`config.mk`:
```
export PLATFORM = sky130hd
export DESIGN_NAME = fp_div_seq
export DESIGN_NICKNAME = d
export VERILOG_FILES = /design/src/rtl/fp_div_seq.sv
export SDC_FILE = /design/constraint.sdc
export NUM_CORES = 1
export LEC_CHECK = 0
export BUFFER_PORTS_ARGS = -buffer_cell sky130_fd_sc_hd__buf_2
export CELL_PAD_IN_SITES_DETAIL_PLACEMENT = 1
export CELL_PAD_IN_SITES_GLOBAL_PLACEMENT = 1
export CORE_AREA = 2 2 152 154
export DETAILED_ROUTE_END_ITERATION = 10
export DIE_AREA = 0 0 154 156
export MAX_ROUTING_LAYER = met4
export PLACE_DENSITY_LB_ADDON = 0.1
export SLEW_MARGIN = 10
export SYNTH_ARGS = -nofsm -noshare
export SYNTH_HDL_FRONTEND = slang
export SYNTH_SLANG_ARGS = --single-unit
```
`constraint.sdc`:
```
create_clock -name clk -period 10.4 [get_ports clk]
set_input_delay 2.08 -clock clk [delete_from_list [all_inputs] [get_ports clk]]
set_output_delay 2.08 -clock clk [all_outputs]
set_load 0.005 [all_outputs]
```
`src/rtl/fp_div_seq.sv`:
```
// Sequential IEEE 754 single-precision divider: radix-2 restoring, one quotient
// bit per cycle, round-to-nearest-even, denormals flushed to zero.
module fp_div_seq (
  input  logic        clk,
  input  logic        rst,
  input  logic        in_valid,
  output logic        in_ready,
  input  logic [31:0] a,
  input  logic [31:0] b,
  output logic        out_valid,
  input  logic        out_ready,
  output logic [31:0] y
);
  typedef enum logic [1:0] {IDLE, DIV, NORM, DONE} state_t;

  state_t             state_q;
  logic [25:0]        rem_q;
  logic [23:0]        mb_q;
  logic [26:0]        q_q;
  logic [4:0]         cnt_q;
  logic               sign_q;
  logic signed [10:0] exp_q;
  logic [31:0]        y_q;
  logic               out_valid_q;

  logic [7:0]  ea, eb;
  logic        a_nan, b_nan, a_inf, b_inf, a_zero, b_zero, sign_in;
  logic        special_d;
  logic [31:0] special_y_d;

  assign ea      = a[30:23];
  assign eb      = b[30:23];
  assign sign_in = a[31] ^ b[31];
  assign a_nan   = (ea == 8'hFF) && (a[22:0] != 23'd0);
  assign b_nan   = (eb == 8'hFF) && (b[22:0] != 23'd0);
  assign a_inf   = (ea == 8'hFF) && (a[22:0] == 23'd0);
  assign b_inf   = (eb == 8'hFF) && (b[22:0] == 23'd0);
  assign a_zero  = (ea == 8'h00);
  assign b_zero  = (eb == 8'h00);

  // Priority order matters: NaN-producing cases must win over inf/zero results.
  always_comb begin
    special_d   = 1'b1;
    special_y_d = 32'h7FC00000;
    if (a_nan || b_nan || (a_zero && b_zero) || (a_inf && b_inf)) begin
      special_y_d = 32'h7FC00000;
    end else if (a_inf) begin
      special_y_d = {sign_in, 31'h7F800000};
    end else if (b_inf) begin
      special_y_d = {sign_in, 31'h0};
    end else if (b_zero) begin
      special_y_d = {sign_in, 31'h7F800000};
    end else if (a_zero) begin
      special_y_d = {sign_in, 31'h0};
    end else begin
      special_d = 1'b0;
    end
  end

  logic        rem_ge;
  logic [25:0] rem_d;
  logic [26:0] q_d;

  always_comb begin
    rem_ge = (rem_q >= {2'b00, mb_q});
    rem_d  = rem_ge ? ((rem_q - {2'b00, mb_q}) << 1) : (rem_q << 1);
    q_d    = {q_q[25:0], rem_ge};
  end

  logic [22:0]        mant_d;
  logic               g_d, r_d, s_d, inc_d;
  logic signed [10:0] expadj_d, exp_fin_d;
  logic [23:0]        mant_rnd_d;
  logic [31:0]        norm_y_d;

  always_comb begin
    if (q_q[26]) begin
      mant_d   = q_q[25:3];
      g_d      = q_q[2];
      r_d      = q_q[1];
      s_d      = q_q[0] | (rem_q != 26'd0);
      expadj_d = 11'sd0;
    end else begin
      mant_d   = q_q[24:2];
      g_d      = q_q[1];
      r_d      = q_q[0];
      s_d      = (rem_q != 26'd0);
      expadj_d = -11'sd1;
    end
    inc_d      = g_d & (r_d | s_d | mant_d[0]);
    // Carry out of the 23-bit field leaves the low bits all zero, i.e. mant=0.
    mant_rnd_d = {1'b0, mant_d} + {23'd0, inc_d};
    exp_fin_d  = exp_q + expadj_d + $signed({10'd0, mant_rnd_d[23]});
    if (exp_fin_d >= 11'sd255) begin
      norm_y_d = {sign_q, 31'h7F800000};
    end else if (exp_fin_d <= 11'sd0) begin
      norm_y_d = {sign_q, 31'h0};
    end else begin
      norm_y_d = {sign_q, exp_fin_d[7:0], mant_rnd_d[22:0]};
    end
  end

  always_ff @(posedge clk or posedge rst) begin
    if (rst) begin
      state_q     <= IDLE;
      rem_q       <= '0;
      mb_q        <= '0;
      q_q         <= '0;
      cnt_q       <= '0;
      sign_q      <= 1'b0;
      exp_q       <= '0;
      y_q         <= '0;
      out_valid_q <= 1'b0;
    end else begin
      case (state_q)
        IDLE: begin
          if (in_valid) begin
            sign_q <= sign_in;
            if (special_d) begin
              y_q         <= special_y_d;
              out_valid_q <= 1'b1;
              state_q     <= DONE;
            end else begin
              rem_q   <= {2'b00, 1'b1, a[22:0]};
              mb_q    <= {1'b1, b[22:0]};
              q_q     <= '0;
              cnt_q   <= '0;
              exp_q   <= $signed({3'd0, ea}) - $signed({3'd0, eb}) + 11'sd127;
              state_q <= DIV;
            end
          end
        end
        DIV: begin
          rem_q <= rem_d;
          q_q   <= q_d;
          cnt_q <= cnt_q + 5'd1;
          if (cnt_q == 5'd26) begin
            state_q <= NORM;
          end
        end
        NORM: begin
          y_q         <= norm_y_d;
          out_valid_q <= 1'b1;
          state_q     <= DONE;
        end
        DONE: begin
          if (out_ready) begin
            out_valid_q <= 1'b0;
            state_q     <= IDLE;
          end
        end
        default: state_q <= IDLE;
      endcase
    end
  end

  assign in_ready  = (state_q == IDLE) && !rst;
  assign out_valid = out_valid_q;
  assign y         = y_q;
endmodule

```
==> results.py, run 1 <==
metrics = {
    "placement": {
        "io_buffer_count": 101,
        "dpl.hpwl_mm": 19.51,
        "post-place-ws_ps": 4390,
        "gp_congestion": 0.8922,
    },
    "cts": {
        "postCtsResizedCells": 0,
        "cts_tree": "built",
        "postCtsHoldBufs": 0,
        "clkTransAtPathRegs_ps": 60,
        "htree_levels": 4,
        "clock_path_buffers": 2,
        "cts_sinks": 128,
        "cts_made_buffers": 17,
        "clock_latency_ps": 430,
        "cts_root_buffer": "clkbuf_16",
        "postCtsSetupBuffers": 0,
    },
    "sta": {
        "finalCritPeriodShare": 0.5744,
        "tightestPinTransition_ps": 1016,
        "period_minus_slack_ps": 5974,
        "setup_slack_ps": 4426,
        "grt_setup_unrepaired": "no",
        "fmax_mhz": 167.4,
        "skew_ps": 8.059,
        "drv_slew": 0,
        "fin_tns_setup_ps": 0,
        "relSlewSlack": 0.3207,
        "setup_viol": 0,
        "hold_violations": 0,
    },
    "setup_path": {
        "crit_chain": "clkinv_1 > a21boi_0 > nor4b_4 > nor4b_4 > and2_2 > nand3b_1 > fa_1 > inv_1 > fa_1 > a211oi_1 > o21ai_1 > a21oi_1 > o211a_1 > a311o_1 > o211ai_2 > a211oi_4 > a221o_1",
        "crit_arrival_ps": 6330,
        "cp_slowest_cell": "dfrtp_1",
        "critPathLaunchType": "flip-flop",
        "slowest_delay_ps": 860,
        "crit_type": "flip-flop to flip-flop",
        "cp_max_fo": 25,
        "cp.required_ps": 10760,
        "endpoint_kind": "flip-flop",
        "rrSetupSlack_ps": 4430,
    },
    "detailed_routing": {
        "firstDrtPassIters": 5,
        "ant_nets": 0,
        "drcViolationCount": 0,
        "drt_iter0_markers": 339,
        "drt_wl_total_mm": 25.98,
        "viasPerCell": 5.644,
        "wl_per_cell_um": 18.88,
        "vias": 7766,
    },
    "logic_synthesis": {
        "synth_compound_area_frac": 0.2389,
        "syn_area_sq_mm": 0.008877,
        "synth_area_per_cell_sq_um": 8.842,
        "synth-seq-area-share": 0.3608,
        "syn_nets": 1126,
        "yosysMostFrequentCell": "dfrtp_1",
        "synth_top_family_by_area": "compound AO/OA/AOI/OAI gates",
        "ys_types": 79,
        "synth_mux_area_frac": 0.01593,
        "async_flop_share": 1.000,
        "postSynthCellCount": 1004,
        "ys.flop_type": "dfrtp_1",
        "synth_top_area_cell": "dfrtp_1",
        "synthAdderAreaFrac": 0.07949,
        "synth-seq-cells": 128,
        "synth_commonest_cells": "dfrtp_1, nand2_1, o21ai_0",
        "synth_warnings": 0,
        "synth_top_area_share": 0.3608,
        "synth_edf_count": 0,
        "ys_top_cells_by_area": "dfrtp_1, ha_1, a22o_1",
        "synthSimpleGateAreaFrac": 0.1828,
        "synth_xor_area_frac": 0.06906,
    },
    "grt": {
        "grt_pass1_wl_mm": 42.74,
        "antenna_found_initial": 1,
        "grt_usage": 0.2303,
        "grt_max_degree": 70,
        "grt_pass1_vias": 7849,
        "overflow": 0,
    },
    "power": {
        "power_mw": 3.034,
        "total_leakage_power_nw": 4.668,
        "peakVddDrop_v": 0.0001664,
        "p_per_area_mw_per_mm2": 298.2,
    },
    "finish": {
        "post-route-util": 0.4548,
        "multi_input_area_sq_mm": 0.005205,
        "num-fill-cells": 2624,
        "nNetsFinal": 1201,
        "diodes": 0,
        "syn_to_final_growth_pct": 14.59,
        "drive_above_1_share": 0.1531,
        "regArea_sq_mm": 0.003203,
    },
    "die": {
        "die-area_sq_mm": 0.02402,
        "core_sq_mm": 0.02237,
        "io-pin-count": 102,
        "die_h_um": 156,
        "die_x_um": 154,
        "row_count": 55,
        "initial_utilization": 0.3969,
    },
    "hold_path": {
        "worst_hold_path_type": "flip-flop to flip-flop",
    },
    "outcome": {
        "status": "complete, no violations",
    },
    "job": {
        "cap_violations": 0,
    },
}
==> stage by stage <==
stage,std cells,hold WS (ps),instance area (sq um)
floorplan,1004,417.5,8877
global placement,1345,458.0,9547
detailed placement,1345,469.0,9547
CTS,1376,483.6,10170
global route,1376,501.1,10170
finish,1376,472.7,10170
==> report_power, final <==
part           total [mW]  switching, mW  internal (mW)  leakage, nW
combinational        1.65           1.02          0.632         2.69
clock               0.645          0.239          0.407        0.295
sequential          0.741          0.109          0.631         1.68
==> placed cells by master, fill, tap and decap left out, types with 5 or more instances in the layout <==
cell type	synthesis	final
a211oi_1	7	7
a21o_1	15	15
a21oi_1	57	57
a22o_1	51	51
a22oi_1	15	15
a31oi_1	10	10
and3_1	11	10
buf_2	13	101
buf_4	8	7
clkbuf_16	0	17
dfrtp_1	128	128
ha_1	50	50
inv_1	58	57
mux2i_1	13	13
nand2_1	110	110
nand2b_1	5	5
nand3_1	26	26
nand3b_1	5	5
nand4_1	18	18
nor2_1	51	51
nor2b_1	11	11
nor3_1	19	19
nor4_1	19	19
o211ai_1	9	9
o21a_1	10	10
o21ai_0	83	83
o21ai_1	12	12
or3_1	6	6
xnor2_1	38	38
xor2_1	32	32
==> routing by layer <==
| metal | part of all wire | wire length (um) | track usage |
|---|---|---|---|
| met4 | 0.0080 | 207 | 0.04984 |
| met1 | 0.48 | 12450 | 0.3093 |
| met3 | 0.029 | 754 | 0.02694 |
| met5 | 0 | 0 | - |
| met2 | 0.48 | 12570 | 0.3765 |
==> worst paths after layout <==
path,start,end,cells past startpoint
min,mb_q[23],mb_q[23],2
max,q_q[26],y[22],17
min reg2reg,mb_q[23],mb_q[23],2
max in group asynchronous,rst,rem_q[6],3
max reg2reg,q_q[26],y[22],17
min in group asynchronous,rst,y[17],2
==> logic make-up after synthesis <==
kind of cell / count (synthesis)
AO/OA/AOI/OAI: 314
AND/OR/NAND/NOR: 313
flip-flops: 128
buffers and inverters: 111
XOR/XNOR: 70
adder cells (fa/ha/maj): 54
multiplexers: 14
==> worst max-delay path, delay by kind of cell, from the launching register on <==
family                   cells  cell delay (ps)
buffers and inverters        2              860
flip-flops                   1              860
AND/OR/NAND/NOR              4              590
AO/OA/AOI/OAI                9             2960
adder cells (fa/ha/maj)      2              620
==> sequential cells by signal, indices dropped and copies added (netlist names) <==
signal and flops:
mb_q 24, rem_q 26, out_valid 1, sign_q 1, exp_q 10, q_q 27, y 32, cnt_q 5
state_q 2
==> layout make-up <==
type / instances / area share
tap: 285 / 0.03506
clock inverter: 13 / 0.01833
sequential: 128 / 0.3149
clock buffer: 18 / 0.04317
multi-input combinational: 765 / 0.5117
inverter: 59 / 0.02202
timing repair buffer: 108 / 0.05486
No activity file was read; power rests on OpenSTA's default activity.
==> run 2, diff against run 1 <==
- clock period: 10.4 -> 6.05 ns (I/O delays scaled with it)
==> results.py, run 2 (synthesis results as in run 1) <==
metrics = {
    "outcome": {
        "status": "complete, no violations",
    },
    "cts": {
        "cts_root_buffer": "clkbuf_16",
        "clock_path_buffers": 2,
        "cts_sinks": 128,
        "clkTransAtPathRegs_ps": 60,
        "postCtsResizedCells": 0,
        "clock_latency_ps": 430,
        "cts_made_buffers": 17,
        "cts_tree": "built",
        "htree_levels": 4,
        "postCtsHoldBufs": 0,
        "postCtsSetupBuffers": 0,
    },
    "grt": {
        "grt_pass1_vias": 8086,
        "grt_usage": 0.2328,
        "grt_pass1_wl_mm": 43.37,
        "antenna_found_initial": 1,
        "grt_max_degree": 75,
        "overflow": 0,
    },
    "finish": {
        "largest_reg_flops": 32,
        "num-fill-cells": 2644,
        "nNetsFinal": 1207,
        "final_cell_mix": "dfrtp_1, nand2_1, buf_2, o21ai_0",
        "final_common_cell": "dfrtp_1",
        "regArea_sq_mm": 0.003203,
        "drive_above_1_share": 0.1594,
        "multi_input_area_sq_mm": 0.005207,
        "syn_to_final_growth_pct": 15.22,
    },
    "power": {
        "combPwrFrac": 0.543,
        "seqPwrFrac": 0.241,
        "p_per_area_mw_per_mm2": 509.8,
        "peakVddDrop_v": 0.0002090,
        "internal_power_mw": 2.870,
        "power_frac_clock": 0.216,
        "swShare": 0.4496,
        "switchingPower_mw": 2.345,
        "total_leakage_power_nw": 4.707,
    },
    "placement": {
        "dpl.hpwl_mm": 19.02,
        "post-place-ws_ps": 1154,
        "gp_congestion": 0.8301,
        "io_buffer_count": 101,
    },
    "die": {
        "row_count": 55,
        "die-area_sq_mm": 0.02402,
        "initial_utilization": 0.3969,
        "die_x_um": 154,
        "io-pin-count": 102,
        "die_h_um": 156,
        "core_sq_mm": 0.02237,
    },
    "detailed_routing": {
        "wl_per_cell_um": 18.63,
        "vias": 7773,
        "drt_iter0_markers": 261,
        "viasPerCell": 5.616,
        "drcViolationCount": 0,
        "ant_nets": 0,
        "drt_wl_total_mm": 25.78,
        "firstDrtPassIters": 5,
    },
    "job": {
        "cap_violations": 0,
    },
    "sta": {
        "setup_viol": 0,
        "hold_violations": 0,
        "tightestPinTransition_ps": 991.7,
        "drv_slew": 0,
        "timing.hold.ws_ps": 460.7,
        "fmax_mhz": 204.6,
        "finalCritPeriodShare": 0.8080,
        "skew_ps": 11.15,
        "setup_slack_ps": 1161,
        "relSlewSlack": 0.3389,
        "period_minus_slack_ps": 4889,
        "grt_setup_unrepaired": "no",
        "fin_tns_setup_ps": 0,
    },
    "setup_path": {
        "cp.required_ps": 6350,
        "critPathLaunchType": "flip-flop",
        "endpoint_kind": "flip-flop",
        "r2r_cells": 19,
        "reg2reg_to": "y[22]",
        "r2r-start": "q_q[26]",
        "crit_type": "flip-flop to flip-flop",
        "rrSetupSlack_ps": 1160,
        "cp_max_fo": 23,
        "crit_arrival_ps": 5190,
    },
    "hold_path": {
        "worstHoldStart": "mb_q[23]",
        "hold_end": "mb_q[23]",
        "worst_hold_path_type": "flip-flop to flip-flop",
        "whs_path_depth": 2,
    },
}
run 2: how the worst max path moves through the flow:
stage / from / to / slack [ps] / depth (start not counted)
after global routing: q_q[26] / y[22] / 760 / 19
after CTS: q_q[26] / y[22] / 1090 / 19
after global placement: q_q[26] / y[22] / 1230 / 19
after detailed placement: q_q[26] / y[22] / 1150 / 19
final: q_q[26] / y[22] / 1160 / 19
after floorplan: rst / cnt_q[0] / 1430 / 1
run 2: stage by stage:
step / total power, mW / std cells / util / instance area (sq um)
after floorplan: 3.375 / 1004 / - / 8877
after detailed placement: 4.083 / 1351 / 0.4290 / 9594
after global placement: 4.044 / 1351 / 0.4290 / 9594
after CTS: 5.255 / 1383 / 0.4572 / 10230
after global routing: 5.665 / 1384 / 0.4573 / 10230
final: 5.215 / 1384 / 0.4573 / 10230
run 2: power by group through the flow:
stage,sequential (mW),combinational [mW],clock [mW]
final,1.26,2.83,1.13
after detailed placement,1.27,2.81,0
after floorplan,1.21,2.16,0
after CTS,1.26,2.84,1.15
after global placement,1.26,2.78,0
after global routing,1.29,3.19,1.19
run 2: metal layers:
| metal | global-route usage | vias up | share of wire |
|---|---|---|---|
| li1 | - | 3812 | - |
| met1 | 0.3047 | 3805 | 0.48 |
| met2 | 0.3837 | 135 | 0.48 |
| met3 | 0.03611 | 21 | 0.032 |
| met4 | 0.05029 | 0 | 0.011 |
| met5 | - | - | 0 |
run 2: critical path, stage by stage (launching register included):
cell and delay (ps):
dfrtp_1 430, buf_4 290, nand2_1 140, a211o_4 380, nor4b_4 420, nor4b_4 310, and2_2 210, nand3b_1 110
fa_1 410, inv_1 80, fa_1 220, a211oi_1 120, o21ai_1 230, a21oi_1 130, o211a_1 220, a311o_1 350
o211ai_2 120, a211oi_4 50, buf_4 230, a221o_1 310
run 2: area by class of cell:
| type | count | share of cell area |
|---|---|---|
| Antenna cell | 1 | 0.0002446 |
| Clock buffer | 17 | 0.04159 |
| Clock inverter | 15 | 0.02018 |
| Inverter | 59 | 0.02190 |
| Multi-Input combinational cell | 765 | 0.5091 |
| Sequential cell | 128 | 0.3131 |
| Tap cell | 285 | 0.03486 |
| Timing Repair Buffer | 114 | 0.05896 |
